File: src/rtl/mode_switch_controller.sv
// Mode sequencer: synchronizes and debounces three raw mode switches, enforces the
// exactly-one-switch rule, and commits a new mode only after a req/ack handshake.
module mode_switch_controller #(
    parameter int unsigned DEBOUNCE = 4
) (
    input  logic       clk,
    input  logic       rst_n,
    input  logic       switch_1,
    input  logic       switch_2,
    input  logic       switch_3,
    input  logic       change_ack,
    output logic       mod_1,
    output logic       mod_2,
    output logic       mod_3,
    output logic       change_req,
    output logic [2:0] pending_mode,
    output logic       mode_change
);

    typedef enum logic [1:0] {STABLE, SETTLE, REQ} state_t;

    localparam logic [7:0] DB = 8'(DEBOUNCE);

    state_t     state, state_n;
    logic [2:0] s1, s2, cand;
    logic [2:0] mod, mod_n;
    logic [2:0] pending, pending_n;
    logic [7:0] cnt, cnt_n;
    logic       req_n, mc_n;
    logic [2:0] pmode_n;

    always_comb begin
        cand = '0;
        unique case (s2)
            3'b001, 3'b010, 3'b100: cand = s2;
            default:                cand = '0;
        endcase
    end

    always_ff @(posedge clk or negedge rst_n) begin
        if (!rst_n) begin
            s1           <= '0;
            s2           <= '0;
            state        <= STABLE;
            mod          <= '0;
            pending      <= '0;
            cnt          <= '0;
            change_req   <= 1'b0;
            pending_mode <= '0;
            mode_change  <= 1'b0;
        end else begin
            s1           <= {switch_3, switch_2, switch_1};
            s2           <= s1;
            state        <= state_n;
            mod          <= mod_n;
            pending      <= pending_n;
            cnt          <= cnt_n;
            change_req   <= req_n;
            pending_mode <= pmode_n;
            mode_change  <= mc_n;
        end
    end

    always_comb begin
        state_n   = state;
        mod_n     = mod;
        pending_n = pending;
        cnt_n     = cnt;
        unique case (state)
            STABLE: begin
                if (cand != mod) begin
                    pending_n = cand;
                    cnt_n     = 8'd1;
                    state_n   = SETTLE;
                end
            end
            SETTLE: begin
                if (cand == mod) begin
                    state_n = STABLE;
                end else if (cand != pending) begin
                    pending_n = cand;
                    cnt_n     = 8'd1;
                end else if (cnt == DB) begin
                    state_n = REQ;
                end else if (cnt != '1) begin
                    cnt_n = cnt + 8'd1;
                end
            end
            REQ: begin
                if (change_ack) begin
                    mod_n   = pending;
                    state_n = STABLE;
                end
            end
            default: state_n = STABLE;
        endcase
    end

    // Outputs are computed from the next state so they come straight off flops.
    always_comb begin
        req_n   = (state_n == REQ);
        pmode_n = req_n ? pending_n : '0;
        mc_n    = (state == REQ) && change_ack;
    end

    assign mod_1 = mod[0];
    assign mod_2 = mod[1];
    assign mod_3 = mod[2];

endmodule

File: config.mk
export PLATFORM = sky130hd
export DESIGN_NAME = mode_switch_controller
export DESIGN_NICKNAME = d
export VERILOG_FILES = /design/src/rtl/mode_switch_controller.sv
export SDC_FILE = /design/constraint.sdc
export NUM_CORES = 1
export LEC_CHECK = 0
export BUFFER_PORTS_ARGS = -buffer_cell sky130_fd_sc_hd__buf_2
export CAP_MARGIN = 20
export CORE_MARGIN = 3
export CORE_UTILIZATION = 55
export CTS_BUF_LIST = sky130_fd_sc_hd__clkbuf_2
export DETAILED_ROUTE_END_ITERATION = 8
export GPL_ROUTABILITY_DRIVEN = 0
export PLACE_DENSITY = 0.79
export RECOVER_POWER = 50
export SYNTH_ARGS = -nofsm -noshare
export SYNTH_HDL_FRONTEND = slang
export SYNTH_SLANG_ARGS = --single-unit
File: constraint.sdc
create_clock -name clk -period 5.95 [get_ports clk]
set_input_delay 1.19 -clock clk [delete_from_list [all_inputs] [get_ports clk]]
set_output_delay 1.19 -clock clk [all_outputs]
set_load 0.02 [all_outputs]
==> results.toml, run 1 <==
[outcome]
status = "complete, no violations"

[timing]
finClkSkew_ps = 3.53
maxSlewViolCount = 0
holdWs_ps = 388
period_minus_slack_ps = 2330
setup_violations = 0
grt_setup_unrepaired = "no"
period_share_pct = 39.2
relSlewSlack_pct = 7.58
hold_violations = 0
fmax_ghz = 0.429
setup_tns_ps = 0
worstMarginPinSlew_ps = 1390

[synth]
synth_ff_type = "dfrtp_1"
yosys-top-cells-area = "dfrtp_1 50%, nor4b_4 3.5%, mux2_2 3.3%"
ys_ff_latch = 27
yosysMostFrequentCell = "dfrtp_1"
synth_edf_count = 0
synth_top_cell_area_share_pct = 49.6
yosysTopAreaCell = "dfrtp_1"
synth_cell_types = 40
synthArstFlopShare_pct = 100
netlist_top_cells_count = "27 x dfrtp_1, 7 x inv_1, 6 x and3_1, 6 x nor2_1, 6 x o21ai_0"
syn_inst = 114
syn_nets = 122
avgSynthCellArea_um2 = 11.9
ys_seq_area_share_pct = 49.6
synth.cell_area_um2 = 1360
yosys_warnings = 0

[route]
dr_wl_met3_um = 193
vias = 958
wire_per_inst_um = 16.1
wl_um = 2540
wl_met2_um = 1180
drc = 0
drt_iter0_drc = 23
routed.top_layer = "met4"
drtPass1Iterations = 5
drtAntennaViolNets = 0
viasPerCell = 6.06
wl_met1_um = 1120

[cells_and_area]
drive_above_1_share_pct = 29.2
diodes = 0
syn_to_final_growth_pct = 8.73
nets = 139

[floorplan]
num_io_pins = 14
dieArea_um2 = 3110
die_x_um = 55.8
fp-row-count = 17
start_util_pct = 59.8
die_h_um = 55.8
core-area_um2 = 2280

[critical_path]
end_kind = "flip-flop"
r2r_cells = 6
worstSetupPathType = "reg -> reg"
cp.required_ps = 6260
r2r-start = "s2[0]"
crit_fanout = 7
regToRegSetupSlack_ps = 3620
worstSetupStartpoint = "s2[0]"
startpoint_type = "flip-flop"
crit_arrival_ps = 2640

[cts]
cts.sink_count = 27
hold_buffers = 0
root_buffer = "clkbuf_2"
clk_latency_ps = 370
clkTransAtPathRegs_ps = 250
cts_buffers = 3
cts_tree = "built"
cts_resized = 0
htreeDepth = 1
post_cts_buffers = 0
clk_path_buf_depth = 2

[job]
cap_violations = 0

[hold_path]
hp-class = "reg -> reg"
min-delay-start = "s1[1]"
hold_depth = 0

[grt]
grt_pass1_vias = 927
grt_max_degree = 28
grtUsageTotal_pct = 18.3
gr-total-overflow = 0
antenna_found_initial = 0
grt_pass1_wl_um = 4500

[placement]
place.port_buffers = 13
dp_hpwl_um = 1870

[power]
p_per_area_nw_per_um2 = 218
power_leakage_nw = 0.702
ir_drop_v = 0.000162
[routing by layer]
metal  global-route usage, %  vias to the layer above
li1                        -                      451
met1                    25.4                      467
met2                    27.0                       34
met3                    5.57                        6
met4                    6.25                        0
met5                       0                        -
[report_power, final]
group,switching [W],internal (W),total (W)
clock network,0.0000571,0.0000176,0.0000747
registers,0.00000910,0.000192,0.000201
logic,0.0000266,0.0000205,0.0000471
[sequential cells by signal, indices dropped and copies added (netlist names)]
signal,flops
change_req,1
s1,3
state,2
cnt,8
s2,3
mode_change,1
mod,3
pending_mode,3
pending,3
[cells in the final DEF (no fill, tap or decap), types with 3 or more instances in the layout]
master / n
a21oi_1: 4
and2_1: 4
and3_1: 6
buf_2: 12
clkbuf_2: 3
dfrtp_1: 27
inv_1: 7
mux2_2: 4
mux2i_1: 3
nand2_1: 3
nand3_1: 4
nor2_1: 6
nor2b_1: 4
o21ai_0: 6
o21ba_2: 3
[per-stage QoR]
| stage | total power, W | worst slack (ps) | instances | cell area, µm² | util (%) |
|---|---|---|---|---|---|
| 2_1_floorplan | 0.000236 | 3810 | 114 | 1360 | - |
| 3_3_place_gp | 0.000249 | 3750 | 154 | 1460 | 64.0 |
| 3_5_place_dp | 0.000251 | 3680 | 154 | 1460 | 64.0 |
| 4_1_cts | 0.000329 | 3610 | 158 | 1480 | 65.1 |
| 5_1_grt | 0.000343 | 3490 | 158 | 1480 | 65.0 |
| 6_report | 0.000323 | 3620 | 158 | 1480 | 65.0 |
[final cells by class]
class	count	area (µm²)
tap	28	35.0
multi-input combinational	79	656
inverter	7	26.3
fill	180	796
sequential	27	676
clock inverter	1	8.76
timing repair buffer	13	63.8
clock buffer	3	15.0
[critical path, cell delays in order, from the launching register on]
cell and delay, ps:
dfrtp_1 530, maj3_2 370, nor3_2 190, nor4_2 100, nor4_4 510, mux2_2 400
and2_1 160
[kinds of logic (layout without fill, tap and decap cells)]
| logic type | Yosys count | count (layout) | synth area share (%) |
|---|---|---|---|
| AOI/OAI and AO/OA | 25 | 25 | 15.4 |
| adders and majority gates | 3 | 3 | 2.67 |
| buffers and inverters | 8 | 24 | 2.21 |
| DFF | 27 | 27 | 49.6 |
| muxes | 7 | 7 | 5.51 |
| and+or+nand+nor | 44 | 44 | 24.5 |
[final timing paths]
kind / to
min: s2[1]
max reg2reg: pending_mode[1]
min in group asynchronous: mod[1]
max: pending_mode[1]
min reg2reg: s2[1]
max in group asynchronous: pending[1]
(Power assumes the default switching activity.)
==> inputs of run 2 (changes only) <==
- ABC_AREA: not set -> 1
- clock period: 5.95 -> 2.4 ns (I/O delays scaled with it)
==> results.toml, run 2 <==
[timing]
setup_tns_ps = 0
holdWs_ps = 223
fmax_ghz = 0.567
finClkSkew_ps = 9.03
period_share_pct = 73.5
relSlewSlack_pct = 9.57
maxSlewViolCount = 0
hold_violations = 0
worstMarginPinSlew_ps = 1360
period_minus_slack_ps = 1760
grt_setup_unrepaired = "no"
setup_violations = 0

[floorplan]
core-area_um2 = 2520
num_io_pins = 14
dieArea_um2 = 3380
fp-row-count = 18
start_util_pct = 59.2
die_x_um = 58.1
die_h_um = 58.1

[cts]
cts_buffers = 3
clk_path_buf_depth = 2
cts.sink_count = 27
hold_buffers = 0
clkTransAtPathRegs_ps = 240
cts_resized = 0
post_cts_buffers = 0
root_buffer = "clkbuf_2"
clk_latency_ps = 340
cts_tree = "built"
htreeDepth = 1

[route]
drtAntennaViolNets = 0
drt_iter0_drc = 71
vias = 1179
viasPerCell = 5.31
wl_um = 2810
wl_met2_um = 1310
wire_per_inst_um = 12.7
drc = 0
dr_wl_met3_um = 166
drtPass1Iterations = 4
wl_met1_um = 1300
routed.top_layer = "met4"

[cells_and_area]
final_common_cell = "nand2_1"
fin_area_um2 = 1600
nets = 201
drive_above_1_share_pct = 21.9
diodes = 0
regMostFlops = "cnt"
fillers = 220
most-common-layout-cells = "44 x nand2_1, 27 x dfrtp_1, 24 x inv_1, 19 x nand3_1"
syn_to_final_growth_pct = 7.37
postLayoutCoreUtil_pct = 63.6
largest_reg_flops = 8

[grt]
grtUsageTotal_pct = 18.6
antenna_found_initial = 0
grt_pass1_wl_um = 4820
grt_max_degree = 28
gr-total-overflow = 0
grt_pass1_vias = 1115

[job]
cap_violations = 0

[synth]
synth_cell_types = 23
synth_ff_type = "dfrtp_1"
syn_inst = 176
yosysTopAreaCell = "dfrtp_1"
synth_edf_count = 0
yosysMostFrequentCell = "nand2_1"
avgSynthCellArea_um2 = 8.49
synthArstFlopShare_pct = 100
netlist_top_cells_count = "44 x nand2_1, 27 x dfrtp_1, 24 x inv_1, 19 x nand3_1, 12 x nor2_1"
ys_seq_area_share_pct = 45.2
synth_top_cell_area_share_pct = 45.2
syn_nets = 184
yosys_warnings = 0
yosys-top-cells-area = "dfrtp_1 45%, nand2_1 11%, nand3_1 6.4%"
ys_ff_latch = 27
synth.cell_area_um2 = 1490

[power]
power_leakage_nw = 0.883
ir_drop_v = 0.000468
p_per_area_nw_per_um2 = 562
fin_total_pwr_w = 0.000901

[outcome]
status = "complete, no violations"

[hold_path]
hp-class = "in -> reg"
hold_depth = 1

[placement]
placed_area_um2 = 1590
place.port_buffers = 13
dp_hpwl_um = 2140

[critical_path]
r2r_cells = 9
cp.required_ps = 2670
worstSetupPathType = "reg -> reg"
end_kind = "flip-flop"
startpoint_type = "flip-flop"
crit_fanout = 10
crit_arrival_ps = 2040
[run 2: cell count changes in the layout (fill, tap and decap cells not counted), moves of 4 or more]
cell,change
nand4_1,+4
and3_1,-6
nand2_1,+41
xor2_1,+5
inv_1,+17
nor2b_1,-4
inv_2,+4
and2_1,-4
nor2_1,+6
a21oi_1,-4
nand3_1,+15
nand2_4,+6
mux2_2,-4
[run 2: logic make-up (layout without fill, tap and decap cells)]
family | count (synthesis) | in the layout | share of synthesized area, %
simple gates | 106 | 106 | 39.8
buf+inv | 29 | 45 | 7.79
flops | 27 | 27 | 45.2
compound gates | 6 | 6 | 2.01
xor+xnor | 6 | 6 | 3.52
fa+ha+maj | 2 | 2 | 1.67
[run 2: layout make-up]
| cell class | count | area (µm²) | share of cell area [%] |
|---|---|---|---|
| multi-input cells | 120 | 702 | 43.8 |
| well taps | 30 | 37.5 | 2.34 |
| clock buffers | 4 | 20.0 | 1.25 |
| inverters | 28 | 105 | 6.55 |
| flip-flops and latches | 27 | 676 | 42.1 |
| repair buffers | 13 | 63.8 | 3.98 |
[run 2: power by group]
group          leakage [nW]  switching [W]  internal (W)
Sequential            0.345      0.0000378      0.000488
Clock                0.0166       0.000126     0.0000440
Combinational         0.521       0.000135     0.0000706
Total                 0.883       0.000298      0.000603
[run 2: worst max-delay path: stages, from the launching register on]
cell and delay, ps:
dfrtp_1 560, nand3b_2 300, nand2_1 80, nand2_1 60
nand3_1 120, nand2_4 110, nor2_8 210, nand2_4 110
nand2_1 90, nand2_1 60
[run 2: metal layers]
metal	track usage, %	vias up
met5	0	-
met4	6.95	0
met3	4.01	6
met2	28.5	48
met1	25.8	544
li1	-	581
[run 2: metrics by stage]
stage	worst slack, ps	std cells
finish	636	222
global route	491	222
floorplan	933	176
detailed placement	681	218
CTS	654	222
global placement	788	218
[run 2: worst paths after layout]
check	from	to	slack, ps
worst max-delay path	s2[0]	cnt[6]	640
max in group asynchronous	rst_n	pending[1]	1230
worst max register to register	s2[0]	cnt[6]	640
worst min-delay path	switch_2	s1[1]	220
worst min register to register	s1[2]	s2[2]	380
min in group asynchronous	rst_n	state[0]	380
